**src/rtl/gpu_timing_pkg.sv**
```systemverilog
// Shared constants, derived-timing helpers and fetch FSM state type for the raster generator.
package gpu_timing_pkg;

  // 640x480@60 Hz with a 25.2 MHz pixel clock
  localparam int unsigned PIX_CLK_HZ = 25_200_000;
  localparam int unsigned H_DISP_DEF = 640;
  localparam int unsigned H_FP_DEF   = 16;
  localparam int unsigned H_SYNC_DEF = 96;
  localparam int unsigned H_BP_DEF   = 48;
  localparam int unsigned V_DISP_DEF = 480;
  localparam int unsigned V_FP_DEF   = 10;
  localparam int unsigned V_SYNC_DEF = 2;
  localparam int unsigned V_BP_DEF   = 33;
  localparam int unsigned CW_DEF     = 11;
  localparam int unsigned BPC_DEF    = 4;

  typedef enum logic {
    FETCH_IDLE = 1'b0,
    FETCH_WAIT = 1'b1
  } fetch_state_e;

  // First active count of an axis: porches and sync precede the active region
  function automatic int unsigned axis_start(input int unsigned fp, input int unsigned sync,
                                             input int unsigned bp);
    return fp + sync + bp;
  endfunction

  // Full period of an axis in counts
  function automatic int unsigned axis_total(input int unsigned disp, input int unsigned fp,
                                             input int unsigned sync, input int unsigned bp);
    return axis_start(fp, sync, bp) + disp;
  endfunction

endpackage

```
**src/rtl/gpu_sync_axis.sv**
```systemverilog
// One raster axis: front porch, sync, back porch, active; wraps to 0 after the last count.
module gpu_sync_axis
  import gpu_timing_pkg::*;
#(
  parameter int unsigned DISP = H_DISP_DEF,
  parameter int unsigned FP   = H_FP_DEF,
  parameter int unsigned SYNC = H_SYNC_DEF,
  parameter int unsigned BP   = H_BP_DEF,
  parameter int unsigned CW   = CW_DEF
) (
  input  logic          clk,
  input  logic          reset,
  input  logic          en,
  output logic [CW-1:0] cnt,
  output logic          wrap_c,
  output logic          sync_c,
  output logic          active_c
);

  localparam int unsigned   TOTAL   = axis_total(DISP, FP, SYNC, BP);
  localparam logic [CW-1:0] LAST    = CW'(TOTAL - 1);
  localparam logic [CW-1:0] SYNC_LO = CW'(FP);
  localparam logic [CW-1:0] SYNC_HI = CW'(FP + SYNC);
  localparam logic [CW-1:0] START   = CW'(axis_start(FP, SYNC, BP));

  // Count advances only on enabled cycles
  always_ff @(posedge clk or posedge reset) begin
    if (reset)   cnt <= '0;
    else if (en) cnt <= wrap_c ? '0 : cnt + CW'(1);
  end

  assign wrap_c   = (cnt == LAST);
  assign sync_c   = (cnt >= SYNC_LO) && (cnt < SYNC_HI);
  assign active_c = (cnt >= START);

endmodule

```
**src/rtl/gpu_timing_gen.sv**
```systemverilog
// Raster timing generator: counters, two-stage pixel pipeline and line-fetch handshake.
module gpu_timing_gen
  import gpu_timing_pkg::*;
#(
  parameter int unsigned H_DISP     = H_DISP_DEF,
  parameter int unsigned H_FP       = H_FP_DEF,
  parameter int unsigned H_SYNC     = H_SYNC_DEF,
  parameter int unsigned H_BP       = H_BP_DEF,
  parameter int unsigned V_DISP     = V_DISP_DEF,
  parameter int unsigned V_FP       = V_FP_DEF,
  parameter int unsigned V_SYNC     = V_SYNC_DEF,
  parameter int unsigned V_BP       = V_BP_DEF,
  parameter int unsigned CW         = CW_DEF,
  parameter bit          HS_POL     = 1'b0,
  parameter bit          VS_POL     = 1'b0,
  parameter int unsigned BPC        = BPC_DEF,
  parameter int unsigned SCALE_LOG2 = 0
) (
  input  logic           clk,
  input  logic           reset,
  input  logic           en,
  input  logic [BPC-1:0] pix_r,
  input  logic [BPC-1:0] pix_g,
  input  logic [BPC-1:0] pix_b,
  input  logic           line_ack,
  output logic           line_req,
  output logic [CW-1:0]  line_y,
  output logic [CW-1:0]  x,
  output logic [CW-1:0]  y,
  output logic [BPC-1:0] red,
  output logic [BPC-1:0] green,
  output logic [BPC-1:0] blue,
  output logic           hsync,
  output logic           vsync,
  output logic           de,
  output logic           frame_start,
  output logic           underrun
);

  localparam int unsigned   H_TOTAL    = axis_total(H_DISP, H_FP, H_SYNC, H_BP);
  localparam int unsigned   V_TOTAL    = axis_total(V_DISP, V_FP, V_SYNC, V_BP);
  localparam logic [CW-1:0] H_START_V  = CW'(axis_start(H_FP, H_SYNC, H_BP));
  localparam logic [CW-1:0] V_START_V  = CW'(axis_start(V_FP, V_SYNC, V_BP));
  localparam logic [CW-1:0] SCALE_MASK = CW'((1 << SCALE_LOG2) - 1);

  if (H_TOTAL > (2 ** CW)) begin : g_h_total_err
    $error("gpu_timing_gen: H_TOTAL does not fit in CW bits");
  end
  if (V_TOTAL > (2 ** CW)) begin : g_v_total_err
    $error("gpu_timing_gen: V_TOTAL does not fit in CW bits");
  end
  if (SCALE_LOG2 > 2) begin : g_scale_err
    $error("gpu_timing_gen: SCALE_LOG2 must be 0..2");
  end

  logic [CW-1:0] hc, vc;
  logic          h_wrap_c, h_sync_c, h_act_c;
  logic          v_wrap_c, v_sync_c, v_act_c;

  gpu_sync_axis #(.DISP(H_DISP), .FP(H_FP), .SYNC(H_SYNC), .BP(H_BP), .CW(CW)) u_h_axis (
    .clk(clk), .reset(reset), .en(en),
    .cnt(hc), .wrap_c(h_wrap_c), .sync_c(h_sync_c), .active_c(h_act_c)
  );

  gpu_sync_axis #(.DISP(V_DISP), .FP(V_FP), .SYNC(V_SYNC), .BP(V_BP), .CW(CW)) u_v_axis (
    .clk(clk), .reset(reset), .en(en & h_wrap_c),
    .cnt(vc), .wrap_c(v_wrap_c), .sync_c(v_sync_c), .active_c(v_act_c)
  );

  logic          vis_c;
  logic [CW-1:0] h_off_c, v_off_c, src_line_c;
  logic          line_first_c;

  assign vis_c        = h_act_c && v_act_c;
  assign h_off_c      = hc - H_START_V;
  assign v_off_c      = vc - V_START_V;
  assign src_line_c   = v_off_c >> SCALE_LOG2;
  assign line_first_c = v_act_c && ((v_off_c & SCALE_MASK) == '0);

  // Set while the counters sit at (0,0), i.e. the first cycle of a frame
  logic origin_q;
  always_ff @(posedge clk or posedge reset) begin
    if (reset)   origin_q <= 1'b1;
    else if (en) origin_q <= h_wrap_c && v_wrap_c;
  end

  // Frame-start pulse; gated by en so it stays one clk wide
  always_ff @(posedge clk or posedge reset) begin
    if (reset) frame_start <= 1'b0;
    else       frame_start <= en && origin_q;
  end

  // Stage 1: coordinates and region flags from the counters
  logic vis_q, hs_q, vs_q;
  always_ff @(posedge clk or posedge reset) begin
    if (reset) begin
      x     <= '0;
      y     <= '0;
      vis_q <= 1'b0;
      hs_q  <= 1'b0;
      vs_q  <= 1'b0;
    end else if (en) begin
      x     <= vis_c ? CW'(h_off_c >> SCALE_LOG2) : '0;
      y     <= vis_c ? src_line_c : '0;
      vis_q <= vis_c;
      hs_q  <= h_sync_c;
      vs_q  <= v_sync_c;
    end
  end

  // Stage 2: pin registers, colour blanked outside the visible region
  always_ff @(posedge clk or posedge reset) begin
    if (reset) begin
      de    <= 1'b0;
      red   <= '0;
      green <= '0;
      blue  <= '0;
      hsync <= ~HS_POL;
      vsync <= ~VS_POL;
    end else if (en) begin
      de    <= vis_q;
      red   <= vis_q ? pix_r : '0;
      green <= vis_q ? pix_g : '0;
      blue  <= vis_q ? pix_b : '0;
      hsync <= hs_q ~^ HS_POL;
      vsync <= vs_q ~^ VS_POL;
    end
  end

  fetch_state_e  state_q, state_d;
  logic          line_req_d, underrun_d;
  logic [CW-1:0] line_y_d;

  // Fetch FSM state and handshake output registers
  always_ff @(posedge clk or posedge reset) begin
    if (reset) begin
      state_q  <= FETCH_IDLE;
      line_req <= 1'b0;
      line_y   <= '0;
      underrun <= 1'b0;
    end else begin
      state_q  <= state_d;
      line_req <= line_req_d;
      line_y   <= line_y_d;
      underrun <= underrun_d;
    end
  end

  // Request at the start of each new source line; ack beats the active-start deadline
  always_comb begin
    state_d    = state_q;
    line_req_d = line_req;
    line_y_d   = line_y;
    underrun_d = 1'b0;
    case (state_q)
      FETCH_IDLE: begin
        if (en && (hc == '0) && line_first_c) begin
          state_d    = FETCH_WAIT;
          line_req_d = 1'b1;
          line_y_d   = src_line_c;
        end
      end
      FETCH_WAIT: begin
        if (line_ack) begin
          state_d    = FETCH_IDLE;
          line_req_d = 1'b0;
        end else if (en && (hc == H_START_V)) begin
          state_d    = FETCH_IDLE;
          line_req_d = 1'b0;
          underrun_d = 1'b1;
        end
      end
      default: state_d = FETCH_IDLE;
    endcase
  end

endmodule

```
**config.mk**
```make
export PLATFORM = sky130hd
export DESIGN_NAME = gpu_timing_gen
export DESIGN_NICKNAME = d
export VERILOG_FILES = /design/src/rtl/gpu_timing_pkg.sv /design/src/rtl/gpu_sync_axis.sv /design/src/rtl/gpu_timing_gen.sv
export SDC_FILE = /design/constraint.sdc
export NUM_CORES = 1
export LEC_CHECK = 0
export BUFFER_PORTS_ARGS = -buffer_cell sky130_fd_sc_hd__buf_4
export CAP_MARGIN = 20
export CORE_ASPECT_RATIO = 1.1
export CORE_MARGIN = 5
export CORE_UTILIZATION = 45
export DETAILED_ROUTE_END_ITERATION = 8
export PLACE_DENSITY_LB_ADDON = 0.2
export SETUP_SLACK_MARGIN = 0.1
export SKIP_CTS_REPAIR_TIMING = 1
export SYNTH_ARGS = -nofsm -noshare
export SYNTH_HDL_FRONTEND = slang
export SYNTH_SLANG_ARGS = --single-unit
```
**constraint.sdc**
```tcl
create_clock -name clk -period 2.6 [get_ports clk]
set_input_delay 0 -clock clk [delete_from_list [all_inputs] [get_ports clk]]
set_output_delay 0 -clock clk [all_outputs]
set_load 0.02 [all_outputs]
```
==> qor.txt <==
Status: finished, violations left
Violated checks: hold timing
Die Ht: 105 um
Total Wirelength: 8380 um
Synth top area share: 50.4%
Startpoint types: flop
Num ports: 67
Chip Width: 96.8 um
Met3 WL: 439 um
Slew margin rel.: 54.2%
Total congestion overflow: 0
Layout area overhead: 24.2%
Register area: 1960 um^2
Clk root buf: clkbuf_8
Layout Nets: 415
Wire length on met2: 3850 um
Die area: 10200 um^2
Hpwl dp: 5780 um
1st-iter DRT viols: 122
Max_cap viols: 0
Top FF cell, synth: dfrtp_1
Sequential element share of the synthesized area: 52.5%
EDFF count, synth: 0
Drt drc: 0
First-pass GRT wire length: 13500 um
RD Place Congestion: 0.806
CP Max Fanout: 14
Clk_lat worst skew: 0.34 ns
Post-layout util: 57.9%
Cell variety after synth: 60
Critical-path top delay cell: nor4_4
Met1 wire length: 3940 um
Layout cells sized above 1: 27.6%
Site row count: 34
CP Data Required Time: 2.83 ns
DRT Pass-1 Iters: 4
CTS Buf Count: 9
Crit-path leading delay family: simple AND/OR/NAND/NOR gates
Worst hold path class: input port to flop
Starting utilization of the core area: 46.6%
Area of the multi-input gates: 1550 um^2
Worst hold slack: -0.0266 ns
Max Root-Sink Buffers: 2
Clock-pin slew on the worst setup and hold paths: 0.08 ns
Worst clock skew: 0.00728 ns
Detail Route Antenna Nets: 0
Fill count: 700
Setup TNS: 0 ns
Hold Fails Final Rpt: 1
Critical path capture point type: flop
Fmax achieved: 443 MHz
Synth area leaders: dfrtp_1 (50%), a22o_1 (7.5%), xnor2_1 (4.2%), ha_1 (3.0%), mux2_2 (2.7%)
Pwr dens: 595 nW/um^2
Via count: 2698
Crit path cell chain: or4_4 > nor4_4 > o21ai_0 > mux2_2
Top sig layer: met4
Register bit total from synthesis: 78
WP buf/inv: 0
Worst VDD drop: 0.300 mV
Pins Over Slew Limit: 0
Drt wl/cell: 16.7 um
YS warnings: 0
Antenna diode count: 0
Syn_nets: 343
Actual slew at the worst max-slew pin: 0.682 ns
Cells after Synth: 318
Async SR Flop Fraction: 100%
H-tree levels: 3
Tcrit/Tclk final: 86.8%
Total core area: 8000 um^2
Drt via density: 5.36
Final setup viols: 0
Post-layout min period: 2.26 ns
Number of global-route vias before repair: 2621
Leading area contributor after synthesis: dfrtp_1
CTS tree: built
Leak pwr: 0.00225 uW
Unrepaired setup endpoints after global routing: no
Synth Cell Area: 3730 um^2
Crit path largest cell delay: 0.65 ns
Largest net degree at the start of global routing: 60
Mean Syn Cell Area: 11.7 um^2
PortBufs: 66
Initial antenna violation count: 0
Setup CP Type: flop to flop
Gr usage total: 16.2%
Arr. time, crit path: 2.49 ns
Clock sink count: 78
cells by family after synthesis:
kind of cell / share of synthesized area (%)
and+or+nand+nor: 12.0
AOI/OAI and AO/OA: 16.8
adders and majority gates: 3.02
xor gates and xnor gates: 5.40
buffers and inverters: 5.97
DFF: 52.5
muxes: 4.40
where the power goes:
part	leakage (uW)	total, uW	switching (uW)	internal (uW)
Combinational	0.00110	308	171	137
Clock	0.000116	1080	441	638
Sequential	0.00104	1370	98.2	1270
Total	0.00225	2750	710	2040
per-stage QoR:
step,power [uW],setup slack [ns],std cells,hold WS [ns],instance area (um^2)
after CTS,2760,0.346,489,-0.356,4490
after global routing,2880,0.252,503,0.00148,4630
after global placement,1670,0.354,473,0.0270,4250
final,2750,0.342,503,-0.0266,4630
after floorplan,1580,0.610,318,0.133,3730
after detailed placement,1680,0.359,473,0.0236,4250
worst reg2reg max path: stages (launching register included):
cell,delay [ns]
dfrtp_1,0.45
or4_4,0.58
nor4_4,0.65
o21ai_0,0.17
mux2_2,0.29
flip-flops by register name, indices dropped and copies added (netlist names):
signal	flops
blue	4
de	1
frame_start	1
green	4
hs_q	1
hsync	1
line_req	1
line_y	11
origin_q	1
red	4
state_q	1
u_h_axis.cnt	11
u_v_axis.cnt	11
underrun	1
vis_q	1
vs_q	1
vsync	1
x	11
y	11
worst paths after layout:
path / slack (ns) / depth (start not counted) / to / startpoint
setup / recovery: 0.34 / 4 / u_v_axis.cnt[2] / u_h_axis.cnt[10]
hold / removal: -0.03 / 2 / origin_q / en
setup reg to reg: 0.34 / 4 / u_v_axis.cnt[2] / u_h_axis.cnt[10]
hold reg to reg: 0.43 / 1 / hsync / hs_q
max in group asynchronous: 1.69 / 4 / vsync / reset
min in group asynchronous: 0.20 / 3 / y[5] / reset
placed cells by master, fill, tap and decap left out, types with 2 or more instances in the layout:
master,instances
and4b_1,2
and3_1,4
xnor2_1,18
a31o_2,2
o21ai_0,14
xor2_1,5
o21ai_1,2
dfrtp_1,75
dfstp_2,3
mux2_2,9
nand3_1,8
nand4_1,9
o211a_1,2
mux2i_1,4
nor4_1,3
a211oi_1,2
a21o_1,2
o2bb2ai_1,6
nor3_1,7
a21boi_0,3
clkbuf_8,9
nor2_1,13
inv_1,17
and4_1,2
bufinv_16,3
a22o_1,32
nand2_1,8
mux2_1,2
and3b_1,2
ha_1,9
o211ai_1,3
dlygate4sd3_1,14
buf_4,69
final cells by class:
cell class              instances  area share [%]
clock buffers                  10            2.76
clock inverters                 6            2.41
inverters                      19            1.54
multi-input cells             198            33.5
flip-flops and latches         78            42.3
well taps                     108            2.92
repair buffers                 84            14.7
routing by layer:
layer / track usage, % / vias to the layer above
met2: 24.5 / 86
met5: 0 / -
li1: - / 1299
met3: 3.76 / 13
met4: 6.22 / 0
met1: 22.8 / 1300
synth_stat cells (all sizes together) (2+ instances only):
master,number
a211oi,2
a21boi,3
a21o,3
a22o,32
a31o,2
and2,2
and3,4
and3b,2
and4,2
and4b,2
buf,11
clkbuf,12
dfrtp,75
dfstp,3
ha,9
inv,18
mux2,11
mux2i,4
nand2,8
nand3,9
nand4,9
nor2,13
nor3,7
nor4,5
o211a,2
o211ai,3
o21ai,16
o2bb2ai,6
xnor2,18
xor2,5
Power figures use the tool's default switching activity.
